### config.mk
export PLATFORM = sky130hd
export DESIGN_NAME = m_proc_multicycle
export DESIGN_NICKNAME = d
export VERILOG_FILES = /design/src/rtl/proc_pkg.sv /design/src/rtl/m_regfile.sv /design/src/rtl/m_proc_multicycle.sv
export SDC_FILE = /design/constraint.sdc
export NUM_CORES = 2
export LEC_CHECK = 0
export ABC_AREA = 0
export ABC_CLOCK_PERIOD_IN_PS = 7900
export CAP_MARGIN = 30
export CORE_ASPECT_RATIO = 0.7
export CORE_MARGIN = 3
export CORE_UTILIZATION = 42
export CTS_BUF_LIST = sky130_fd_sc_hd__clkbuf_16
export DETAILED_ROUTE_END_ITERATION = 10
export RECOVER_POWER = 100
export SETUP_SLACK_MARGIN = 0.4
export SYNTH_ARGS = -nofsm -noshare
export SYNTH_HDL_FRONTEND = slang
export SYNTH_SLANG_ARGS = --single-unit
### constraint.sdc
create_clock -name w_clock -period 7.9 [get_ports w_clock]
set_clock_uncertainty 0.1 [all_clocks]
set_input_delay 1.185 -clock w_clock [delete_from_list [all_inputs] [get_ports w_clock]]
set_output_delay 1.185 -clock w_clock [all_outputs]
set_load 0.03 [all_outputs]
### src/rtl/proc_pkg.sv
`default_nettype none
// ============================================================================
//  Module      : proc_pkg
//  Description : Shared definitions for the multicycle processor: FSM state
//                encoding and the opcode/funct field constants it decodes.
//  Revision    : 1.0 - initial release
// ============================================================================
package proc_pkg;

  // Explicit 3-bit encoding; the unused codes fall back to IF in the FSM.
  typedef enum logic [2:0] {
    S_IF   = 3'd0,
    S_ID   = 3'd1,
    S_EX   = 3'd2,
    S_WB   = 3'd3,
    S_HALT = 3'd4
  } state_t;

  localparam logic [6:0] c_OPC_OP     = 7'b0110011;
  localparam logic [6:0] c_OPC_OP_IMM = 7'b0010011;
  localparam logic [6:0] c_OPC_BRANCH = 7'b1100011;

  localparam logic [2:0] c_F3_ADD_SUB = 3'b000;
  localparam logic [2:0] c_F3_BNE     = 3'b001;

  localparam logic [6:0] c_F7_ADD     = 7'b0000000;
  localparam logic [6:0] c_F7_SUB     = 7'b0100000;

endpackage
`default_nettype wire

### src/rtl/m_regfile.sv
`default_nettype none
// ============================================================================
//  Module      : m_regfile
//  Description : NREG x XLEN register file. Two asynchronous read ports, one
//                asynchronous debug read port, one synchronous write port.
//                Register x0 always reads zero and ignores writes.
//  Ports       : w_clock, w_rst_n (sync, active-low, clears all registers)
//                w_ra1/w_rd1, w_ra2/w_rd2 : operand read ports
//                w_dbg_ra/w_dbg_rd        : debug read port
//                w_we, w_wa, w_wd         : write port
//  Revision    : 1.0 - initial release
// ============================================================================
module m_regfile #(
  parameter int XLEN = 32,
  parameter int NREG = 32
) (
  input  logic                    w_clock,
  input  logic                    w_rst_n,
  input  logic [$clog2(NREG)-1:0] w_ra1,
  output logic [XLEN-1:0]         w_rd1,
  input  logic [$clog2(NREG)-1:0] w_ra2,
  output logic [XLEN-1:0]         w_rd2,
  input  logic [$clog2(NREG)-1:0] w_dbg_ra,
  output logic [XLEN-1:0]         w_dbg_rd,
  input  logic                    w_we,
  input  logic [$clog2(NREG)-1:0] w_wa,
  input  logic [XLEN-1:0]         w_wd
);

  logic [XLEN-1:0] r_regs [NREG];

  always_ff @(posedge w_clock) begin
    if (!w_rst_n) begin
      for (int i = 0; i < NREG; i++) begin
        r_regs[i] <= '0;
      end
    end else if (w_we && (w_wa != '0)) begin
      r_regs[w_wa] <= w_wd;
    end
  end

  // x0 is forced to zero at the read mux so it never depends on storage.
  assign w_rd1    = (w_ra1    == '0) ? '0 : r_regs[w_ra1];
  assign w_rd2    = (w_ra2    == '0) ? '0 : r_regs[w_ra2];
  assign w_dbg_rd = (w_dbg_ra == '0) ? '0 : r_regs[w_dbg_ra];

endmodule
`default_nettype wire

### src/rtl/m_proc_multicycle.sv
`default_nettype none
// ============================================================================
//  Module      : m_proc_multicycle
//  Description : Multicycle (IF/ID/EX/WB) processor executing ADD, SUB and
//                ADDI; any other encoding halts until reset. Defining the
//                macro PROC_BRANCH_EN adds BNE support.
//  Ports       : w_clock, w_rst_n (sync, active-low)
//                w_imem_req/w_imem_addr/w_imem_ack/w_imem_data : fetch bus
//                w_pc   : current PC      w_halt : sticky halt flag
//                w_dbg_ra/w_dbg_rd : combinational register debug read
//  Revision    : 1.0 - initial release
// ============================================================================
module m_proc_multicycle
  import proc_pkg::*;
#(
  parameter int              XLEN     = 32,
  parameter int              NREG     = 32,
  parameter logic [XLEN-1:0] RESET_PC = '0
) (
  input  logic                    w_clock,
  input  logic                    w_rst_n,
  output logic                    w_imem_req,
  output logic [XLEN-1:0]         w_imem_addr,
  input  logic                    w_imem_ack,
  input  logic [31:0]             w_imem_data,
  output logic [XLEN-1:0]         w_pc,
  output logic                    w_halt,
  input  logic [$clog2(NREG)-1:0] w_dbg_ra,
  output logic [XLEN-1:0]         w_dbg_rd
);

  localparam int              AW         = $clog2(NREG);
  localparam logic [XLEN-1:0] c_PC_STEP  = XLEN'(4);

  state_t          r_state;
  state_t          w_state_nxt;
  logic [XLEN-1:0] r_pc, r_a, r_b, r_imm, r_result, r_next_pc;
  logic [31:0]     r_ir;

  // Instruction fields. Register indices use the low AW bits (NREG <= 32).
  logic [6:0]      w_opcode, w_f7;
  logic [2:0]      w_f3;
  logic [AW-1:0]   w_rd_idx, w_rs1_idx, w_rs2_idx;
  logic [XLEN-1:0] w_imm_i, w_imm_sel, w_rs1_val, w_rs2_val, w_alu;
  logic            w_is_add, w_is_sub, w_is_addi, w_legal, w_writes;
  logic            w_branch_taken, w_rf_we;

  assign w_opcode  = r_ir[6:0];
  assign w_f3      = r_ir[14:12];
  assign w_f7      = r_ir[31:25];
  assign w_rd_idx  = r_ir[7  +: AW];
  assign w_rs1_idx = r_ir[15 +: AW];
  assign w_rs2_idx = r_ir[20 +: AW];
  assign w_imm_i   = {{(XLEN-12){r_ir[31]}}, r_ir[31:20]};

  assign w_is_add  = (w_opcode == c_OPC_OP) && (w_f3 == c_F3_ADD_SUB) && (w_f7 == c_F7_ADD);
  assign w_is_sub  = (w_opcode == c_OPC_OP) && (w_f3 == c_F3_ADD_SUB) && (w_f7 == c_F7_SUB);
  assign w_is_addi = (w_opcode == c_OPC_OP_IMM) && (w_f3 == c_F3_ADD_SUB);
  assign w_writes  = w_is_add || w_is_sub || w_is_addi;

`ifdef PROC_BRANCH_EN
  logic            w_is_bne;
  logic [XLEN-1:0] w_imm_b;
  assign w_is_bne       = (w_opcode == c_OPC_BRANCH) && (w_f3 == c_F3_BNE);
  assign w_imm_b        = {{(XLEN-13){r_ir[31]}}, r_ir[31], r_ir[7], r_ir[30:25], r_ir[11:8], 1'b0};
  assign w_imm_sel      = w_is_bne ? w_imm_b : w_imm_i;
  assign w_legal        = w_writes || w_is_bne;
  assign w_branch_taken = w_is_bne && (r_a != r_b);
`else
  assign w_imm_sel      = w_imm_i;
  assign w_legal        = w_writes;
  assign w_branch_taken = 1'b0;
`endif

  // SUB uses rs2; ADD uses rs2; ADDI swaps in the latched immediate.
  assign w_alu = w_is_sub ? (r_a - r_b) : (r_a + (w_is_addi ? r_imm : r_b));

  // ---------------- FSM: state register ----------------
  always_ff @(posedge w_clock) begin
    if (!w_rst_n) begin
      r_state <= S_IF;
    end else begin
      r_state <= w_state_nxt;
    end
  end

  // ---------------- FSM: next state ----------------
  always_comb begin
    w_state_nxt = r_state;
    case (r_state)
      S_IF:    w_state_nxt = w_imem_ack ? S_ID : S_IF;
      S_ID:    w_state_nxt = S_EX;
      S_EX:    w_state_nxt = w_legal ? S_WB : S_HALT;
      S_WB:    w_state_nxt = S_IF;
      S_HALT:  w_state_nxt = S_HALT;
      default: w_state_nxt = S_IF;
    endcase
  end

  // ---------------- FSM: outputs ----------------
  always_comb begin
    w_imem_req = 1'b0;
    w_halt     = 1'b0;
    w_rf_we    = 1'b0;
    case (r_state)
      S_IF:    w_imem_req = 1'b1;
      S_WB:    w_rf_we    = w_writes;
      S_HALT:  w_halt     = 1'b1;
      default: ;
    endcase
  end

  // ---------------- Datapath ----------------
  always_ff @(posedge w_clock) begin
    if (!w_rst_n) begin
      r_pc      <= RESET_PC;
      r_ir      <= '0;
      r_a       <= '0;
      r_b       <= '0;
      r_imm     <= '0;
      r_result  <= '0;
      r_next_pc <= RESET_PC;
    end else begin
      case (r_state)
        S_IF: if (w_imem_ack) r_ir <= w_imem_data;
        S_ID: begin
          r_a   <= w_rs1_val;
          r_b   <= w_rs2_val;
          r_imm <= w_imm_sel;
        end
        S_EX: begin
          r_result  <= w_alu;
          r_next_pc <= w_branch_taken ? (r_pc + r_imm) : (r_pc + c_PC_STEP);
        end
        S_WB:    r_pc <= r_next_pc;
        default: ;
      endcase
    end
  end

  assign w_imem_addr = r_pc;
  assign w_pc        = r_pc;

  m_regfile #(
    .XLEN (XLEN),
    .NREG (NREG)
  ) u_regfile (
    .w_clock  (w_clock),
    .w_rst_n  (w_rst_n),
    .w_ra1    (w_rs1_idx),
    .w_rd1    (w_rs1_val),
    .w_ra2    (w_rs2_idx),
    .w_rd2    (w_rs2_val),
    .w_dbg_ra (w_dbg_ra),
    .w_dbg_rd (w_dbg_rd),
    .w_we     (w_rf_we),
    .w_wa     (w_rd_idx),
    .w_wd     (r_result)
  );

endmodule
`default_nettype wire

==> qor.csv <==
metric,value,unit
status,finished with violations,
violations,"capacitance limit, slew limit",
pre_cts_slack,1.63,ns
utilization,46.9,%
synth-seq-cells,1241,
fin_crit_sh,91.6,%
start_util,42.4,%
cpMaxStageDelayCell,clkbuf_1,
power_per_cell_area,206,nW/um^2
ys_seq_area_share,48.2,%
p_sw_share,28.6,%
setup_slack,0.661,ns
rsz0062_at_grt,no,
port_buffers,137,
grt_pass1_wl,379000,microns
hpwl,166000,microns
htree_levels,4,
maxCapViolCount,110,
cts_buffer_depth,3,
grt_usage,30.5,%
grt.overflow.total,0,
crit_chain,"or4b_1, nor3_1, o21a_1, o2111a_1, nand3b_1, o21ai_0, clkbuf_1",
p_sw,4.73,mW
clock_power_share,36.4,%
pwr-share-seq,45.9,%
synth_ff_type,edfxtp_1,
syn_inst,5070,
antenna_left,0,
critPathBufInv,1,
wl_per_cell,37.2,microns
critPathRequiredTime,8.11,ns
yosysWarningCount,0,
register_area,35100,sq um
die_x,503,microns
numCtsBuffers,131,
combPwrFrac,17.6,%
drtPass1Iterations,6,
pin_count,138,
via_count,49800,
startpoint_type,flop,
cts_tree,yes,
setup_tns,0,ns
worstPathArrival,7.45,ns
multi_input_area,35500,sq um
fill_cells,14800,
cp.depth,7,
drc,0,
slew_viol_final,2018,
cts_resized,0,
rows,127,
instances_no_fill,7379,
peakVddDrop,228,uV
maxSlewHeadroom,-211,%
clock.fmax,0.138,GHz
final_layout_size_suffix_gt1_share,24.9,%
period_minus_slack,7.24,ns
cp_top_family,compound AO/OA/AOI/OAI gates,
area_delta_synth_final,10.7,%
final_common_cell,edfxtp_1,
hold_class,flop to flop,
hold-path-cell-count,2,
power.internal,11.8,mW
finalSetupViolCount,0,
clk_latency,0.80,ns
synth_edf_count,1024,
netlist_area,72700,sq um
fin_nets,5077,
core_region_area,172000,sq um
hold_buffers,0,
avgViaCountPerCell,6.75,
slowest_delay,2.49,ns
drt_iter0_drc,8063,
placed_cells,7120,
grt_max_degree,91,
path_class,flop to flop,
die_area,178000,sq um
root_buffer,clkbuf_16,
cts.clk_slew.worst_paths,0.06,ns
ys_types,77,
syn_avg_cell_area,14.3,sq um
p_leak,26.8,nW
hold_viol_final,0,
final_cell_mix,"edfxtp_1, mux4_2, and2_1, and2_0, nor2_1",
finalWirelength,274000,microns
routabilityCongestion,0.980,
grt_pass1_vias,47300,
antenna_found_initial,30,
clock_sinks,1241,
worstRegToRegCells,7,
cp_max_fo,25,
end_kind,flop,
post_cts_buffers,0,
async_flop_share,0,%
die_y,354,microns
worst_pin_slew,4.61,ns
[cell type report]
type | instances | share of cell area (%)
Timing Repair Buffer | 321 | 3.56
Clock inverter | 92 | 0.612
Tap cell | 2257 | 3.51
Multi-Input combinational cell | 3291 | 44.1
Inverter | 17 | 0.0808
Antenna cell | 18 | 0.0560
Sequential cell | 1241 | 43.6
Clock buffer | 142 | 4.41
[kinds of logic after synthesis]
logic type / count (synthesis) / synth area share (%)
flops: 1241 / 48.2
xor+xnor: 46 / 0.554
simple gates: 1687 / 12.8
buf+inv: 569 / 3.17
fa+ha+maj: 34 / 0.595
other cells: 1 / 0.00516
mux: 1066 / 31.2
compound gates: 426 / 3.47
[power by group through the flow]
stage          Sequential [mW]  Combinational (mW)  Clock (mW)
2_1_floorplan             7.57                2.00           0
3_3_place_gp              7.74                2.82           0
3_5_place_dp              7.72                2.90           0
4_1_cts                   7.58                2.92        6.09
5_1_grt                   7.63                3.06        6.34
6_report                  7.61                2.92        6.04
[metrics by stage]
| stage | area, sq um | hold slack (ns) | total power [mW] |
|---|---|---|---|
| finish | 80500 | 0.347 | 16.6 |
| global route | 80500 | 0.369 | 17.0 |
| CTS | 81700 | 0.352 | 16.6 |
| detailed placement | 77600 | 0.342 | 10.6 |
| global placement | 76800 | 0.335 | 10.6 |
| floorplan | 72900 | 0.331 | 9.56 |
[path summary, 6_finish.rpt]
path / endpoint / slack, ns / start
setup / recovery: u_regfile.r_regs[5][11]$_SDFFCE_PN0P_ / 0.66 / r_ir[3]$_SDFFE_PN0P_
hold / removal: w_imem_addr[18]$_SDFFE_PN0N_ / 0.35 / r_next_pc[18]$_SDFFE_PN0N_
setup reg to reg: u_regfile.r_regs[5][11]$_SDFFCE_PN0P_ / 0.66 / r_ir[3]$_SDFFE_PN0P_
hold reg to reg: w_imem_addr[18]$_SDFFE_PN0N_ / 0.35 / r_next_pc[18]$_SDFFE_PN0N_
[flip-flops by register name (all words and copies together) (netlist names), named ones only]
| name | count |
|---|---|
| r_a | 32 |
| r_b | 32 |
| r_state | 3 |
| w_imem_addr | 32 |
| r_next_pc | 32 |
| u_regfile.r_regs | 1024 |
| r_ir | 32 |
| r_result | 32 |
| r_imm | 12 |
[synthesized netlist by cell type (8+ instances only)]
cell | instances | share of area (%)
a211oi_1 | 33 | 0.34
a21o_1 | 21 | 0.22
a21oi_1 | 200 | 1.4
a31oi_1 | 26 | 0.22
and2_1 | 998 | 8.6
and3_1 | 13 | 0.11
buf_1 | 91 | 0.47
buf_4 | 35 | 0.36
clkbuf_1 | 417 | 2.2
dfxtp_1 | 217 | 6.0
edfxtp_1 | 1024 | 42
ha_1 | 33 | 0.57
inv_1 | 17 | 0.088
mux2i_1 | 104 | 1.4
mux4_2 | 960 | 30
nand2_1 | 254 | 1.3
nand3_1 | 28 | 0.19
nand3b_1 | 8 | 0.083
nand4_1 | 11 | 0.095
nor2_1 | 273 | 1.4
nor3_1 | 21 | 0.14
nor4_1 | 10 | 0.086
o21ai_0 | 72 | 0.50
o22ai_1 | 14 | 0.12
or3_1 | 18 | 0.15
or4_1 | 9 | 0.093
xnor2_1 | 15 | 0.18
xor2_1 | 31 | 0.37
[per-layer routing]
layer  global-route usage [%]  up-vias  part of all wire (%)
met1                     44.1    25900                    39
met2                     41.8     3836                    42
met4                     9.70        2                   3.5
li1                         -    19500                     -
met5                        0        -                0.0047
met3                     12.2      554                    16
[worst register-to-register path: cells and delay by family (launching register included)]
family                 cells  cell delay, ns
AOI/OAI and AO/OA          3            2.63
buffers and inverters      1            2.49
DFF                        1            0.31
and+or+nand+nor            3            1.20
No activity file was read; power rests on OpenSTA's default activity.
